**config.mk**
```make
export PLATFORM = sky130hd
export DESIGN_NAME = tmr_fault_manager
export DESIGN_NICKNAME = d
export VERILOG_FILES = /design/src/rtl/tmr_fault_pkg.sv /design/src/rtl/tmr_word_vote.sv /design/src/rtl/tmr_fault_manager.sv
export SDC_FILE = /design/constraint.sdc
export NUM_CORES = 1
export LEC_CHECK = 0
export ABC_CLOCK_PERIOD_IN_PS = 5200
export CORE_MARGIN = 5
export CORE_UTILIZATION = 25
export DETAILED_ROUTE_END_ITERATION = 10
export GPL_TIMING_DRIVEN = 0
export PLACE_DENSITY_LB_ADDON = 0.3
export SYNTH_ARGS = -nofsm -noshare
export SYNTH_HDL_FRONTEND = slang
export SYNTH_SLANG_ARGS = --single-unit
```
**constraint.sdc**
```tcl
create_clock -name clk_i -period 5.2 [get_ports clk_i]
set_clock_uncertainty 0.15 [all_clocks]
set_input_delay 1.04 -clock clk_i [delete_from_list [all_inputs] [get_ports clk_i]]
set_output_delay 1.04 -clock clk_i [all_outputs]
set_load 0.05 [all_outputs]
```
**src/rtl/tmr_fault_pkg.sv**
```systemverilog
// Shared types and constants for the TMR fault manager.
package tmr_fault_pkg;

    typedef enum logic {
        RUN    = 1'b0,
        RESYNC = 1'b1
    } state_t;

    typedef logic [1:0] replica_t;

    localparam replica_t REPLICA_A = 2'd0;
    localparam replica_t REPLICA_B = 2'd1;
    localparam replica_t REPLICA_C = 2'd2;

    localparam int unsigned CORR_CNT_W = 16;

    // Lowest replica index whose flag is set (A wins ties); defaults to C.
    function automatic replica_t lowest_set(input logic [2:0] v);
        if (v[0])      return REPLICA_A;
        else if (v[1]) return REPLICA_B;
        else           return REPLICA_C;
    endfunction

endpackage

```
**src/rtl/tmr_word_vote.sv**
```systemverilog
// Combinational 2-of-3 bitwise voter with per-replica mismatch flags.
module tmr_word_vote #(
    parameter int unsigned DataWidth = 32
) (
    input  logic [DataWidth-1:0] data_a,
    input  logic [DataWidth-1:0] data_b,
    input  logic [DataWidth-1:0] data_c,
    output logic [DataWidth-1:0] voted,
    output logic [2:0]           mismatch
);

    assign voted    = (data_a & data_b) | (data_a & data_c) | (data_b & data_c);
    assign mismatch = {|(data_c ^ voted), |(data_b ^ voted), |(data_a ^ voted)};

endmodule

```
**src/rtl/tmr_fault_manager.sv**
```systemverilog
// TMR fault manager: votes three replica words, tracks consecutive
// mismatches per replica and requests a resync of a replica that keeps
// disagreeing. Optional per-replica correction counters are enabled with
// the TMR_FAULT_MANAGER_CORR_CNT_EN macro.
module tmr_fault_manager
    import tmr_fault_pkg::*;
#(
    parameter int unsigned DataWidth      = 32,
    parameter int unsigned FaultThreshold = 4
) (
    input  logic                          clk_i,
    input  logic                          rst_i,
    input  logic [DataWidth-1:0]          data_a_i,
    input  logic [DataWidth-1:0]          data_b_i,
    input  logic [DataWidth-1:0]          data_c_i,
    input  logic                          valid_i,
    output logic                          ready_o,
    output logic [DataWidth-1:0]          data_o,
    output logic                          valid_o,
    input  logic                          ready_i,
    output logic [2:0]                    fault_o,
    output logic                          uncorrectable_o,
    output logic                          resync_req_o,
    output logic [1:0]                    resync_id_o,
    input  logic                          resync_ack_i,
    output logic [2:0][CORR_CNT_W-1:0]    corr_cnt_o
);

    // Threshold fits in 8 bits (legal range 1..255).
    localparam int unsigned      CntW = 8;
    localparam logic [CntW-1:0]  Thr  = CntW'(FaultThreshold);

`ifndef TARGET_SYNTHESIS
    if (FaultThreshold == 0 || FaultThreshold > 255 || DataWidth == 0) begin : g_param_check
        $fatal(1, "tmr_fault_manager: illegal DataWidth/FaultThreshold");
    end
`endif

    state_t                 state;
    logic [2:0][CntW-1:0]   cnt;
    logic [2:0][CntW-1:0]   cnt_nxt;
    logic [2:0]             hit;
    logic [DataWidth-1:0]   voted;
    logic [2:0]             mismatch;
    logic                   accept;
    logic                   uncorr;

    tmr_word_vote #(.DataWidth(DataWidth)) u_vote (
        .data_a   (data_a_i),
        .data_b   (data_b_i),
        .data_c   (data_c_i),
        .voted    (voted),
        .mismatch (mismatch)
    );

    assign ready_o = (state == RUN) && (!valid_o || ready_i);
    assign accept  = valid_i && ready_o;
    assign uncorr  = (mismatch[0] & mismatch[1]) | (mismatch[0] & mismatch[2]) |
                     (mismatch[1] & mismatch[2]);

    // Next consecutive-mismatch counts for an accepted beat, saturating at threshold.
    always_comb begin
        cnt_nxt = '0;
        hit     = '0;
        for (int k = 0; k < 3; k++) begin
            if (mismatch[k])
                cnt_nxt[k] = (cnt[k] >= Thr) ? Thr : cnt[k] + 8'd1;
            else
                cnt_nxt[k] = '0;
            hit[k] = (cnt_nxt[k] == Thr);
        end
    end

    // Output stage: one-cycle latency, holds under backpressure, drains in RESYNC.
    always_ff @(posedge clk_i) begin
        if (rst_i) begin
            valid_o         <= 1'b0;
            data_o          <= '0;
            fault_o         <= '0;
            uncorrectable_o <= 1'b0;
        end else if (accept) begin
            valid_o         <= 1'b1;
            data_o          <= voted;
            fault_o         <= mismatch;
            uncorrectable_o <= uncorr;
        end else if (valid_o && ready_i) begin
            valid_o         <= 1'b0;
        end
    end

    // Resync FSM with registered request outputs; owns the mismatch counters.
    always_ff @(posedge clk_i) begin
        if (rst_i) begin
            state        <= RUN;
            cnt          <= '0;
            resync_req_o <= 1'b0;
            resync_id_o  <= REPLICA_A;
        end else begin
            case (state)
                RUN: begin
                    if (accept) begin
                        cnt <= cnt_nxt;
                        if (|hit) begin
                            state        <= RESYNC;
                            resync_req_o <= 1'b1;
                            resync_id_o  <= lowest_set(hit);
                        end
                    end
                end
                RESYNC: begin
                    if (resync_ack_i) begin
                        cnt[resync_id_o] <= '0;
                        state            <= RUN;
                        resync_req_o     <= 1'b0;
                    end
                end
                default: state <= RUN;
            endcase
        end
    end

`ifdef TMR_FAULT_MANAGER_CORR_CNT_EN
    // Lifetime correction counters, saturating at all-ones.
    always_ff @(posedge clk_i) begin
        if (rst_i) begin
            corr_cnt_o <= '0;
        end else if (accept) begin
            for (int k = 0; k < 3; k++) begin
                if (mismatch[k] && corr_cnt_o[k] != '1)
                    corr_cnt_o[k] <= corr_cnt_o[k] + 16'd1;
            end
        end
    end
`else
    assign corr_cnt_o = '0;
`endif

endmodule
```
==> summary.md <==
| Metric | Value |
|---|---|
| Number of rows in the core area | `51` |
| Commonest cells after routing, fill and taps aside | `140 x sky130_fd_sc_hd__clkdlybuf4s50_1, 76 x sky130_fd_sc_hd__nand2_1, 65 x sky130_fd_sc_hd__dfxtp_1, 57 x sky130_fd_sc_hd__nor2_1` |
| Clock latency on the worst-skew pair | `340 ps` |
| Post-route minimum period | `3840 ps` |
| Worst slew pin tran | `838 ps` |
| Register cell area after layout | `0.00130 sq mm` |
| Height of the die | `151 um` |
| Average cell area after synthesis | `7.72 sq um` |
| Number of synthesized flops with an enable pin | `0` |
| Maximum number of pins on one net before global-route repair | `13` |
| Data required time at the worst endpoint | `4010 ps` |
| Unrepaired setup endpoints after global routing | `false` |
| Simple-Gate Fraction of Synth Area | `45.6%` |
| Synthesized area | `0.00499 sq mm` |
| Number of distinct standard cells referenced by the synthesized netlist | `45` |
| # fillers | `2,066` |
| Remaining global-route overflow | `0` |
| Hold_buf cts | `0` |
| Vias in the first global route | `4,974` |
| Peak supply drop | `0.131 mV` |
| Synth Area in Adders | `1.70%` |
| Rel. slew slack | `44.1%` |
| Type of the most critical hold path | `flip-flop to flip-flop` |
| Total Power | `1830 uW` |
| Net total in the final layout | `952` |
| Capturing element type of the critical path | `primary output` |
| Hold Startpoint | `cnt[2]` |
| Crit path DAT | `2650 ps` |
| Startpoint type of the worst setup path | `input port` |
| Worst r2r dst | `data_o[12]` |
| R2R Path Start | `valid_o` |
| Vias post-DR | `5,339` |
| Type of the worst setup path | `input port to primary output` |
| PwrDens | `252 mW/mm^2` |
| First-pass iteration count of the detailed router | `5` |
| Via-to-Cell Ratio | `4.79` |
| Sequential area share after synthesis | `26.1%` |
| Final critical-path share of the clock period | `73.8%` |
| Total Routed Length | `18.1 mm` |
| Residual DRC | `0` |
| Compound-cell area share of the yosys netlist | `17.4%` |
| Slew Viols, Final | `0` |
| Multiplexer fraction of the synthesized cell area | `0%` |
| CTS tree | `yes` |
| Ports placed on the boundary | `190` |
| Most common cell after layout, fill and taps aside | `sky130_fd_sc_hd__clkdlybuf4s50_1` |
| Min-Delay Endpoint | `cnt[2]` |
| Synthesized netlist cell count | `647` |
| Initial detailed-routing violation count | `248` |
| Initial antenna violation count | `1` |
| Signed area change from the synthesized netlist to the final layout | `44.8%` |
| Result of the run | `finished, final reports clean` |
| Wire length of the first global-routing pass | `27.3 mm` |
| Peak clock frequency supported by timing | `261 MHz` |
| Antenna violation net count after detailed routing | `0` |
| Total setup violations reported at the end of the flow | `0` |
| Max-cap check violation count | `0` |
| Area inside the core boundary | `0.0196 sq mm` |
| Synthesis-stage register bit count | `65` |
| Worst reg2reg setup slack | `2380 ps` |
| Setup TNS Final | `0 ps` |
| Depth of the worst register-to-register path | `7` |
| Total CTS buffers | `9` |
| Count of synthesis-stage warnings from yosys | `0` |
| Count of buffers from port buffering | `140` |
| Total count of hold-check failures in the final report | `0` |
| Bufs on Longest Clock Path | `2` |
| Starting Density | `25.5%` |
| Layout cell share with drive strength beyond 1 | `12.7%` |
| Leak Pwr | `0.00282 uW` |
| Maximum fanout count along the critical path | `3` |
| Combinational family with the most area after synthesis | `simple AND/OR/NAND/NOR gates` |
| Area of the die | `0.0229 sq mm` |
| Post_cts resized | `0` |
| Area of the multi-input gates | `0.00341 sq mm` |
| Post-synth ARST share | `0%` |
| Detail Placement HPWL | `14.3 mm` |
| Overall Global Routing Usage | `15.8%` |
| Clock root buffer | `sky130_fd_sc_hd__clkbuf_16` |
| Average wire per cell in the routed design | `16.3 um` |
| H-tree depth | `3` |
| Xor/xnor share of the synthesized area | `0%` |
| Post-synth top flop | `sky130_fd_sc_hd__dfxtp_1` |
| Total setup buffers inserted after CTS | `0` |
| Final estimated routing congestion in global placement | `0.843` |
| Worst hold path stage count | `2` |
| Chip width | `151 um` |
| CTS sink cnt | `65` |
| Number of antenna repair diodes | `0` |
| Clock transition at path regs | `60 ps` |
## synthesized netlist by cell type (all sizes together), types with 24 or more instances
| cell type | count | area [sq um] |
|---|---|---|
| nor2 | 57 | 214 |
| o21ai | 38 | 190 |
| and3b | 32 | 284 |
| nor3b | 33 | 253 |
| or3b | 32 | 280 |
| buf | 51 | 373 |
| nand3b | 34 | 255 |
| dfxtp | 65 | 1300 |
| o22ai | 24 | 150 |
| a311oi | 32 | 280 |
| nand2 | 76 | 285 |
| nor4 | 30 | 215 |
## worst max-delay path, cell delays in order
cell	delay (ps)
sky130_fd_sc_hd__clkdlybuf4s50_1	450
sky130_fd_sc_hd__nand2b_1	130
sky130_fd_sc_hd__nor2b_1	200
sky130_fd_sc_hd__clkdlybuf4s50_1	840
## logic make-up (layout without fill, tap and decap cells)
family	count (synthesis)	in the layout
simple gates	370	370
compound gates	130	130
buf+inv	74	230
flops	65	65
fa+ha+maj	7	7
other cells	1	48
## registers in the layout (all words and copies together), names as in the netlist
name             count
cnt                 24
data_o              32
fault_o              3
resync_id_o          2
resync_req_o         1
state                1
uncorrectable_o      1
valid_o              1
## how the worst max path moves through the flow
stage	startpoint	endpoint
2_1_floorplan	ready_i	data_o[10]
3_3_place_gp	ready_i	data_o[13]
3_5_place_dp	ready_i	data_o[13]
4_1_cts	ready_i	ready_o
5_1_grt	ready_i	ready_o
6_report	ready_i	ready_o
## cell type report
cell class	count	share of cell area, %
Sequential cell	65	18.0
Inverter	11	0.571
Timing Repair Buffer	140	19.4
Clock buffer	10	3.30
Tap cell	265	4.58
Buffer	63	5.78
Clock inverter	6	1.25
Multi-Input combinational cell	555	47.2
## per-layer routing
metal | global-route usage, % | share of wire (%)
met4 | 4.81 | 1.9
met3 | 6.37 | 9.7
met5 | 0 | 0.10
met2 | 25.6 | 46
met1 | 19.3 | 43
## report_power, final
| part | switching (uW) | total (uW) | leakage (uW) | internal (uW) |
|---|---|---|---|---|
| Combinational | 371 | 600 | 0.00213 | 229 |
| Sequential | 17.0 | 546 | 0.000534 | 529 |
| Clock | 246 | 681 | 0.000159 | 434 |
## stage by stage
stage	setup slack, ps	hold slack (ps)	instances	cell area [sq um]	utilization [%]
after floorplan	1820	280	694	5170	-
after global placement	1220	290	1099	6900	35.2
after detailed placement	1220	296	1099	6900	35.2
after CTS	1360	305	1115	7230	36.9
after global routing	1340	321	1115	7230	36.9
final	1360	304	1115	7230	36.9
Note: power is estimated with default switching activity, not from simulation.
